<file path="config.mk">
export PLATFORM = sky130hd
export DESIGN_NAME = imm_decode_stage
export DESIGN_NICKNAME = d
export VERILOG_FILES = /design/src/rtl/imm_decode_stage.sv
export SDC_FILE = /design/constraint.sdc
export NUM_CORES = 1
export LEC_CHECK = 0
export ABC_AREA = 1
export CORE_ASPECT_RATIO = 1.25
export CORE_UTILIZATION = 50
export DETAILED_ROUTE_END_ITERATION = 7
export GPL_ROUTABILITY_DRIVEN = 0
export PLACE_DENSITY_LB_ADDON = 0.25
export SKIP_CTS_REPAIR_TIMING = 1
export SYNTH_ARGS = -nofsm -noshare
export SYNTH_HDL_FRONTEND = slang
export SYNTH_SLANG_ARGS = --single-unit
</file>
<file path="constraint.sdc">
create_clock -name clk_i -period 4 [get_ports clk_i]
set_clock_uncertainty 0.05 [all_clocks]
set_input_delay 1.2 -clock clk_i [delete_from_list [all_inputs] [get_ports clk_i]]
set_output_delay 1.2 -clock clk_i [all_outputs]
set_load 0.01 [all_outputs]
</file>
<file path="src/rtl/imm_decode_stage.sv">
`default_nettype none
// ============================================================================
//  Module   : imm_decode_stage
//  Purpose  : RV32I decode-side pipeline stage. Classifies each fetched
//             instruction, produces the immediate-extender configuration
//             (imm_src, signed) and registers it with instr[31:7] and the PC.
//             A two-entry skid buffer sits behind valid/ready handshakes on
//             both sides.
//  Ports    : clk_i, rst_i (sync, active-high)
//             in_valid_i / in_ready_o / instr_i / pc_i   - fetch side
//             flush_i                                    - drop all beats
//             out_valid_o / out_ready_i                  - execute side
//             instr_31_7_o, pc_o, imm_src_o, signed_o,
//             uses_imm_o, illegal_o                      - output payload
//             illegal_cnt_o                              - saturating count
//  Revision : 1.0 - initial release
// ============================================================================
module imm_decode_stage (
  input  logic        clk_i,
  input  logic        rst_i,
  input  logic        in_valid_i,
  output logic        in_ready_o,
  input  logic [31:0] instr_i,
  input  logic [31:0] pc_i,
  input  logic        flush_i,
  output logic        out_valid_o,
  input  logic        out_ready_i,
  output logic [24:0] instr_31_7_o,
  output logic [31:0] pc_o,
  output logic [2:0]  imm_src_o,
  output logic        signed_o,
  output logic        uses_imm_o,
  output logic        illegal_o,
  output logic [7:0]  illegal_cnt_o
);

  // Payload layout: {instr[31:7], pc, imm_src, signed, uses_imm, illegal}
  localparam int c_PAYLOAD_W = 25 + 32 + 3 + 1 + 1 + 1;

  localparam logic [1:0] c_EMPTY = 2'd0;
  localparam logic [1:0] c_ONE   = 2'd1;
  localparam logic [1:0] c_FULL  = 2'd2;

  logic [1:0]             r_state;
  logic                   r_in_ready;
  logic                   r_out_valid;
  logic [c_PAYLOAD_W-1:0] r_out;
  logic [c_PAYLOAD_W-1:0] r_skid;
  logic [7:0]             r_illegal_cnt;

  logic [2:0]             w_imm_src;
  logic                   w_signed;
  logic                   w_uses_imm;
  logic                   w_illegal;
  logic [c_PAYLOAD_W-1:0] w_in_payload;

  logic                   w_accept;
  logic                   w_fire;
  logic [1:0]             w_state_next;
  logic                   w_load_out_in;
  logic                   w_load_out_skid;
  logic                   w_load_skid;

  // --------------------------------------------------------------------------
  // Instruction classification
  // --------------------------------------------------------------------------
  always_comb begin
    w_imm_src  = 3'b000;
    w_signed   = 1'b0;
    w_uses_imm = 1'b0;
    w_illegal  = 1'b0;
    case (instr_i[6:0])
      7'b0000011, 7'b1100111: begin  // load, JALR
        w_signed   = 1'b1;
        w_uses_imm = 1'b1;
      end
      7'b0010011: begin              // OP-IMM
        w_uses_imm = 1'b1;
        if (instr_i[14:12] == 3'b001 || instr_i[14:12] == 3'b101) begin
          // Shift-immediate: instr[30] separates SRAI from SRLI/SLLI
          w_imm_src = 3'b101;
          w_signed  = instr_i[30];
        end else begin
          w_signed  = 1'b1;
        end
      end
      7'b0100011: begin              // store
        w_imm_src  = 3'b001;
        w_signed   = 1'b1;
        w_uses_imm = 1'b1;
      end
      7'b1100011: begin              // branch
        w_imm_src  = 3'b010;
        w_signed   = 1'b1;
        w_uses_imm = 1'b1;
      end
      7'b0110111, 7'b0010111: begin  // LUI, AUIPC
        w_imm_src  = 3'b011;
        w_signed   = 1'b1;
        w_uses_imm = 1'b1;
      end
      7'b1101111: begin              // JAL
        w_imm_src  = 3'b100;
        w_signed   = 1'b1;
        w_uses_imm = 1'b1;
      end
      7'b0110011, 7'b0001111, 7'b1110011: begin
        // OP, FENCE, SYSTEM: legal, no immediate
      end
      default: w_illegal = 1'b1;
    endcase
  end

  assign w_in_payload = {instr_i[31:7], pc_i, w_imm_src, w_signed,
                         w_uses_imm, w_illegal};

  // --------------------------------------------------------------------------
  // Skid-buffer control
  // --------------------------------------------------------------------------
  assign w_accept = in_valid_i & r_in_ready;
  assign w_fire   = r_out_valid & out_ready_i;

  always_comb begin
    w_state_next    = r_state;
    w_load_out_in   = 1'b0;
    w_load_out_skid = 1'b0;
    w_load_skid     = 1'b0;
    if (flush_i) begin
      w_state_next = c_EMPTY;
    end else begin
      case (r_state)
        c_EMPTY: begin
          if (w_accept) begin
            w_state_next  = c_ONE;
            w_load_out_in = 1'b1;
          end
        end
        c_ONE: begin
          if (w_accept && w_fire) begin
            w_load_out_in = 1'b1;
          end else if (w_accept) begin
            w_state_next = c_FULL;
            w_load_skid  = 1'b1;
          end else if (w_fire) begin
            w_state_next = c_EMPTY;
          end
        end
        c_FULL: begin
          if (w_fire) begin
            w_state_next    = c_ONE;
            w_load_out_skid = 1'b1;
          end
        end
        default: w_state_next = c_EMPTY;
      endcase
    end
  end

  always_ff @(posedge clk_i) begin
    if (rst_i) begin
      r_state       <= c_EMPTY;
      r_in_ready    <= 1'b1;
      r_out_valid   <= 1'b0;
      r_out         <= '0;
      r_skid        <= '0;
      r_illegal_cnt <= 8'd0;
    end else begin
      r_state     <= w_state_next;
      // Ready and valid come from the next state so neither depends
      // combinationally on out_ready_i.
      r_in_ready  <= (w_state_next != c_FULL);
      r_out_valid <= (w_state_next != c_EMPTY);
      if (w_load_out_in) begin
        r_out <= w_in_payload;
      end else if (w_load_out_skid) begin
        r_out <= r_skid;
      end
      if (w_load_skid) begin
        r_skid <= w_in_payload;
      end
      // A fire in a flush cycle is discarded and therefore not counted
      if (w_fire && !flush_i && r_out[0] && (r_illegal_cnt != 8'hFF)) begin
        r_illegal_cnt <= r_illegal_cnt + 8'd1;
      end
    end
  end

  assign in_ready_o    = r_in_ready;
  assign out_valid_o   = r_out_valid;
  assign instr_31_7_o  = r_out[c_PAYLOAD_W-1 -: 25];
  assign pc_o          = r_out[37:6];
  assign imm_src_o     = r_out[5:3];
  assign signed_o      = r_out[2];
  assign uses_imm_o    = r_out[1];
  assign illegal_o     = r_out[0];
  assign illegal_cnt_o = r_illegal_cnt;

endmodule
`default_nettype wire

</file>
Word level (Yosys, flattened, before mapping):

Index checks and enable logic that the tools add are counted.

* bits in read-only memories: 0
* output and inout bits: 73
* memories: 0
* register bits: 138
* bits in writable memories: 0
* latch bits: 0

* equality and inequality tests: 17
* $lt $le $gt $ge: 0
* bitwise gates (word level): 2
* div/mod/pow operators: 0
* multipliers: 0
* reductions and logical operators: 13
* mux-type cells: 25
* add/subtract/negate cells: 1
* shifts and indexed selects: 0

Operators by type and width (count)
* $mux W63: 2
* $eq A7 B7 Y1 const B: 4
* $eq A7 B6 Y1 const B: 3
* $pmux W3 S5: 1
* $eq A7 B5 Y1 const B: 2
* $mux W1: 12
* $mux W2: 6
* $reduce_or A11 Y1: 1
* $add A8 B1 Y8 const B: 1
* $ne A8 B8 Y1 const B: 1
* $reduce_or A8 Y1: 1
* $eq A7 B2 Y1 const B: 1
* $eq A7 B4 Y1 const B: 1
* $reduce_or A7 Y1: 1
* $pmux W2 S3: 1
* $logic_and A1 B1 Y1: 4
* $pmux W1 S2: 2
* $reduce_bool A2 Y1: 2
* $eq A3 B1 Y1 const B: 1
* $eq A3 B3 Y1 const B: 1
* $mux W3: 1
* $and A1 B1 Y1: 2
* $eq A2 B1 Y1 const B: 1
* $eq A2 B2 Y1 const B: 1
* 5 further kinds: 5

Depth between registers and ports, before layout:

Gate-level depths: netlist of the first run.

* depth after elaboration: 7
* mapped depth: 10

Worst setup path before layout of the first run:

No wires, ideal clock.

* kind: input to register
* start point: input port in_valid_i
* end point: register r_skid[56]
* data arrival time: 2010 ps
* cell stages on the path: 9
* data required time: 3834 ps
* library setup time: 116 ps
* setup slack: 1825 ps
* path through: nand2_2 -> nor2_4 -> nand2_2 -> nor2_4 -> inv_2 -> buf_6 -> buf_6 -> nor2_1 -> nor2_1

* longest elaborated chain between the ends: 5
* elaborated cells on any way between the ends: 6

Ends and longest elaborated chain
* start: declaration: RTL line 21 `input logic in_valid_i,`
* $and A1 B1 Y1 (*): RTL line 120 `assign w_accept = in_valid_i & r_in_ready;`
* $mux W1 or $logic_and A1 B1 Y1 (tied branches): RTL line 141, 139
* $mux W1 (*): RTL line 139 `if (w_accept && w_fire) begin`
* $mux W1 (*): RTL line 131 `case (r_state)`
* $mux W1 (*): RTL line 128 `if (flush_i) begin`
* end signal: assignment: RTL line 179 `r_skid <= w_in_payload;`
* end: declaration: RTL line 48 `logic [c_PAYLOAD_W-1:0] r_skid;`

Every way passes the cells marked *; elsewhere a longest branch is shown, timed or not.
A chain may end at the register's enable or synchronous reset.

Worst setup path after layout of the first run:

* start point: input port in_valid_i
* end point: register r_out[11]

* longest elaborated chain between the ends: 6
* elaborated cells on any way between the ends: 8

Ends and longest elaborated chain
* $and A1 B1 Y1 (*): RTL line 120
* $logic_and A1 B1 Y1: RTL line 139
* $mux W1: RTL line 139
* $pmux W1 S2 (*): RTL line 131
* $mux W1 (*): RTL line 128
* $mux W63 or $reduce_bool A2 Y1 (tied branches)
* end signal: assignment: RTL line 174 `r_out <= w_in_payload;`
* end signal: assignment: RTL line 176 `r_out <= r_skid;`
* end: declaration: RTL line 47 `logic [c_PAYLOAD_W-1:0] r_out;`

Marked as above.

==> flow_summary_export.csv, run 1 <==
group,metric,value,unit
route,detail-route-antenna-nets,0,
route,vias,5670,
logic_synthesis,synth.area.top_cells,"dfxtp_1, nand2_1, nor2_1, nand3_1, a31oi_1",
logic_synthesis,avgSynthCellArea,7.43,um^2
grt,grt_pass1_wl,24800,um
logic_synthesis,yosysUniqueCellTypes,27,
route,dr.pass1.iters,8,
cts,cts_tree,"built",
logic_synthesis,synthMuxAreaShare,0,%
outcome,violations,"DRC",
placed_design,numPortBuffers,141,
critical_path,worstPathArrival,3.10,ns
sta,setup_viol,0,
finish,filler_cell_count,916,
hold_path,min_path_type,"reg2reg",
sta,tns,0,ns
critical_path,path_cells,"clkdlybuf4s50_1 > nand2_2 > nor3_1 > nand2_2 > buf_4 > nand3_1 > a31oi_1",
die,dieArea,11900,um^2
route,drtIter0Drc,468,
logic_synthesis,synth_compound_area_share,13.6,%
die,die_h,122,um
power_and_ir_drop,cellLeakagePower,2.94,nW
die,rows,43,
sta,rsz0062_at_grt,"no",
sta,period_minus_slack,2.90,ns
grt,grt_use_total,25.8,%
outcome,status,"finished with violations",
placed_design,dp_hpwl,9340,um
cts,clk_latency,0.41,ns
cts,numClockSinks,138,
finish,fin_cells,1033,
critical_path,crit_top_cell,"nand2_2",
critical_path,crit_family,"simple AND/OR/NAND/NOR gates",
sta,worst_slew_pin_slew,1.08,ns
route,detail_route.wl_per_cell,14.7,um
sta,max_freq,344,MHz
grt,grt_max_degree,68,
route,wl_met3,984,um
cts,cts_root_buffer,"clkbuf_16",
critical_path,cp_slowest_stage_delay,0.51,ns
route,finalWirelength,15100,um
sta,max-slew-margin-rel,28.2,%
die,num_io_pins,142,
route,drt-met1-wl,6320,um
critical_path,cpMaxStageDelayCell,"nand2_2",
grt,antenna_found_initial,0,
critical_path,critical_path_class,"in2reg",
finish,antennaDiodeCount,0,
critical_path,r2r_slack,2.01,ns
logic_synthesis,synth-seq-cells,138,
cts,htreeDepth,4,
logic_synthesis,synth_top_family_by_area,"simple AND/OR/NAND/NOR gates",
critical_path,critPathMaxFanout,38,
cts,clkTransAtPathRegs,0.06,ns
cts,numCtsBuffers,17,
grt,grt_pass1_vias,5432,
grt,grt_overflow_total,0,
critical_path,cp.required,4.20,ns
route,drc_errors,16,
hold_path,hp-start,"r_skid[14]$_SDFFE_PP0P_",
run,cap_violations,0,
placed_design,dp_cells,1001,
finish,nets,955,
finish,post-route-util,67.8,%
sta,slew_viol_final,0,
logic_synthesis,syn_inst,772,
sta,finalCritPeriodShare,72.6,%
critical_path,endpoint_kind,"flop",
route,avgViaCountPerCell,5.49,
finish,drive_gt1_share,6.35,%
logic_synthesis,synth_top_cell_by_area,"dfxtp_1",
critical_path,r2r-start,"in_ready_o$_SDFF_PP1_",
die,fp.dieW,97.8,um
die,initial_core_util,51.5,%
critical_path,worst_setup_path_start_kind,"primary input",
die,design.core.area,11100,um^2
logic_synthesis,yosys_warnings,0,
logic_synthesis,synth-adder-area-share,0.218,%
sta,final_hold_viol_count,0,
route,wl_met2,7490,um
critical_path,crit_path_start,"in_valid_i",
logic_synthesis,synth-seq-area-share,48.2,%
finish,synthToLayoutAreaGrowth,31.8,%
logic_synthesis,synth_nets,842,
logic_synthesis,synthSimpleGateAreaFrac,29.2,%
logic_synthesis,syn_area,5730,um^2
power_and_ir_drop,ir_drop,287,uV
cts,clockBufferDepth,2,
critical_path,path_buf_inv,2,
logic_synthesis,synth_top_area_share,48.2,%
power_and_ir_drop,power.density,417,nW/um^2
logic_synthesis,synthXorXnorAreaFrac,0.917,%
route,top_layer,"met4",
[layer usage]
metal / up-vias / global-route usage, %
met4: 0 / 11.8
met1: 2649 / 30.3
met2: 217 / 44.8
met5: - / 0
met3: 32 / 5.97
li1: 2772 / -
[stage by stage]
stage | total power (W) | hold slack (ns) | setup slack [ns] | instance area, um^2
floorplan | 0.00162 | 0.412 | 1.82 | 5730
global placement | 0.00179 | 0.418 | 0.771 | 7030
detailed placement | 0.00180 | 0.421 | 0.674 | 7030
CTS | 0.00317 | 0.431 | 1.10 | 7550
global route | 0.00326 | 0.450 | 1.00 | 7550
finish | 0.00315 | 0.433 | 1.10 | 7550
[final cells by class]
cell class	count	area, um^2	share of cell area (%)
Clock buffer	19	443	5.86
Clock inverter	13	80.1	1.06
Inverter	28	108	1.42
Multi-Input combinational cell	552	2520	33.4
Sequential cell	138	2760	36.6
Tap cell	135	169	2.24
Timing Repair Buffer	148	1470	19.5
[cell families (layout without fill, tap and decap cells)]
| kind of cell | count (synthesis) | after routing |
|---|---|---|
| AND/OR/NAND/NOR | 406 | 406 |
| AO/OA/AOI/OAI | 139 | 139 |
| flip-flops | 138 | 138 |
| buffers and inverters | 82 | 208 |
| XOR/XNOR | 6 | 6 |
| adder cells (fa/ha/maj) | 1 | 1 |
[worst min-delay path, cell delays in order, from the launching register on]
cell and delay (ns):
dfxtp_1 0.30, nand2_1 0.06, a31oi_1 0.07
[worst paths after layout]
check,to,depth (start not counted)
hold reg to reg,r_out[14]$_SDFFE_PP0P_,2
setup reg to reg,r_out[11]$_SDFFE_PP0P_,6
setup / recovery,r_out[11]$_SDFFE_PP0P_,7
hold / removal,r_out[14]$_SDFFE_PP0P_,2
[cell usage in the layout (no fill, tap or decap), types with 2 or more instances in the layout]
cell type	synthesis	layout
a21oi_1	13	13
a31oi_1	58	58
buf_4	7	6
clkbuf_16	0	17
clkdlybuf4s50_1	0	140
clkinv_2	0	8
clkinv_4	0	2
clkinvlp_4	0	3
dfxtp_1	138	138
inv_1	24	23
inv_2	3	4
nand2_1	169	168
nand2_2	6	7
nand3_1	77	77
nand4_1	2	2
nor2_1	144	144
nor2_4	3	3
nor3_1	2	2
o21ai_0	45	45
o21ai_1	21	21
xnor2_1	3	3
xor2_1	3	3
[power by group]
group | total, W | switching (W) | leakage, nW | internal (W)
clock network | 0.00138 | 0.000577 | 0.258 | 0.000799
registers | 0.00145 | 0.0000290 | 1.12 | 0.00142
logic | 0.000320 | 0.000157 | 1.56 | 0.000163
total | 0.00315 | 0.000763 | 2.94 | 0.00239
[synthesized netlist by cell type]
cell      instances
nand2_1         169
nor2_1          144
dfxtp_1         138
nand3_1          77
a31oi_1          58
o21ai_0          45
inv_1            24
buf_2            21
o21ai_1          21
clkbuf_1         14
a21oi_1          13
buf_6            12
buf_4             7
nand2_2           6
inv_2             3
nor2_4            3
xnor2_1           3
xor2_1            3
nand4_1           2
nor3_1            2
ha_1              1
inv_4             1
nor2_2            1
nor3b_1           1
o211ai_1          1
o211ai_2          1
or2_2             1
[sequential cells by signal, indices dropped and copies added, names as in the netlist]
name / cells
r_out: 63
r_skid: 63
illegal_cnt_o: 8
r_state: 2
in_ready_o: 1
out_valid_o: 1
(Power assumes the default switching activity.)
==> run 2: changes to the inputs <==
Settings changed: CORE_UTILIZATION 50 to 44.
Clock period 4 ns to 2.35 ns, I/O delays scaled along.
==> flow_summary_export.csv, run 2 (same netlist as run 1, synthesis figures left out) <==
group,metric,value,unit
outcome,status,"complete, no violations",
cts,numCtsBuffers,17,
cts,htreeDepth,4,
power_and_ir_drop,p_int,0.00450,W
placed_design,dp_hpwl,9530,um
die,die_h,130,um
die,initial_core_util,45.1,%
placed_design,dp_cells,1048,
grt,grt_max_degree,68,
critical_path,path_buf_inv,1,
die,rows,46,
critical_path,worstPathArrival,1.41,ns
sta,slew_viol_final,0,
power_and_ir_drop,total_power,0.00583,W
route,avgViaCountPerCell,5.03,
grt,grt_pass1_wl,25000,um
route,finalWirelength,14700,um
route,wl_met3,730,um
route,detail_route.wl_per_cell,13.6,um
route,top_layer,"met4",
grt,grt_overflow_total,0,
critical_path,worst_setup_path_start_kind,"flop",
sta,final_hold_viol_count,0,
cts,clockBufferDepth,2,
sta,period_minus_slack,2.17,ns
cts,clkTransAtPathRegs,0.06,ns
critical_path,critPathMaxFanout,6,
grt,grt_pass1_vias,5262,
route,dr.pass1.iters,5,
route,drc_errors,0,
sta,rsz0062_at_grt,"no",
finish,synthToLayoutAreaGrowth,38.0,%
sta,tns,0,ns
sta,max_freq,462,MHz
cts,numClockSinks,138,
critical_path,crit_family,"buffers and inverters",
sta,finalCritPeriodShare,92.2,%
route,vias,5437,
die,design.core.area,12700,um^2
cts,cts_root_buffer,"clkbuf_16",
finish,nets,969,
power_and_ir_drop,power_frac_comb,9.6,%
power_and_ir_drop,switchingPower,0.00133,W
route,drtIter0Drc,227,
cts,cts_tree,"built",
power_and_ir_drop,p_sw_share,22.9,%
placed_design,post-place-ws,0.0364,ns
sta,worst_slew_pin_slew,0.336,ns
critical_path,cp.required,1.59,ns
cts,clk_latency,0.41,ns
finish,antennaDiodeCount,0,
power_and_ir_drop,power.density,737,nW/um^2
die,fp.dieW,104,um
critical_path,cp_slowest_stage_delay,0.57,ns
sta,setup_viol,0,
grt,antenna_found_initial,0,
finish,drive_gt1_share,7.79,%
critical_path,critical_path_class,"reg2out",
hold_path,min_path_type,"reg2reg",
power_and_ir_drop,ir_drop,543,uV
power_and_ir_drop,p_clk_share,48.0,%
finish,filler_cell_count,1145,
placed_design,numPortBuffers,141,
sta,fin_ws,0.184,ns
critical_path,cpMaxStageDelayCell,"clkdlybuf4s50_1",
grt,grt_use_total,23.0,%
power_and_ir_drop,seq_power_share,42.4,%
finish,fin_cells,1080,
run,cap_violations,0,
finish,post-route-util,62.2,%
route,wl_met2,7050,um
critical_path,endpoint_kind,"primary output",
power_and_ir_drop,cellLeakagePower,3.08,nW
finish,final_common_cell,"nand2_1",
route,drt-met1-wl,6680,um
die,dieArea,13500,um^2
finish,final_cell_mix,"nand2_1, nor2_1, clkdlybuf4s50_1, dfxtp_1, nand3_1",
sta,max-slew-margin-rel,77.6,%
critical_path,path_cells,"clkdlybuf4s50_1",
route,detail-route-antenna-nets,0,
die,num_io_pins,142,
run 2: cell types whose count changed in the layout (fill, tap and decap cells not counted), sizes merged:
cell and delta:
inv +2, clkbuf -1, bufinv +4, buf +14
clkinvlp +1, clkinv -6
run 2: layout make-up:
class	instances	area, um^2	share of cell area, %
inverter	28	108	1.36
timing repair buffer	162	1690	21.3
clock inverter	14	195	2.47
clock buffer	18	429	5.42
multi-input combinational	552	2520	31.8
sequential	138	2760	34.9
tap	168	210	2.66
run 2: stage by stage:
stage / hold slack (ns) / cell area [um^2]
2_1_floorplan: 0.412 / 5730
3_3_place_gp: 0.418 / 7290
3_5_place_dp: 0.422 / 7290
4_1_cts: 0.433 / 7910
5_1_grt: 0.457 / 7910
6_report: 0.428 / 7910
run 2: power groups by stage:
stage          clock (W)  combinational [W]  sequential (W)
5_1_grt          0.00297           0.000614         0.00248
3_5_place_dp           0           0.000562         0.00252
2_1_floorplan          0           0.000223         0.00254
4_1_cts          0.00285           0.000564         0.00247
3_3_place_gp           0           0.000557         0.00252
6_report         0.00280           0.000559         0.00247
run 2: final timing paths:
path | cells after the start | slack (ns) | start | to
max | 1 | 0.18 | illegal_cnt_o[2]$_SDFFE_PP0P_ | illegal_cnt_o[2]
min | 2 | 0.43 | r_skid[16]$_SDFFE_PP0P_ | r_out[16]$_SDFFE_PP0P_
max reg2reg | 8 | 0.81 | illegal_cnt_o[0]$_SDFFE_PP0P_ | illegal_cnt_o[7]$_SDFFE_PP0P_
min reg2reg | 2 | 0.43 | r_skid[16]$_SDFFE_PP0P_ | r_out[16]$_SDFFE_PP0P_
run 2: worst reg2reg max path, stage by stage (launching register included):
cell,delay (ns)
dfxtp_1,0.41
ha_1,0.24
nand3_1,0.09
nor2_1,0.16
nand3_1,0.11
nand2_2,0.09
inv_1,0.12
nand2_1,0.10
a21oi_1,0.05
run 2: layer usage:
layer | global-route usage (%) | vias up
met5 | 0 | -
met4 | 7.73 | 0
met3 | 5.73 | 15
met2 | 40.4 | 142
met1 | 27.6 | 2478
li1 | - | 2802
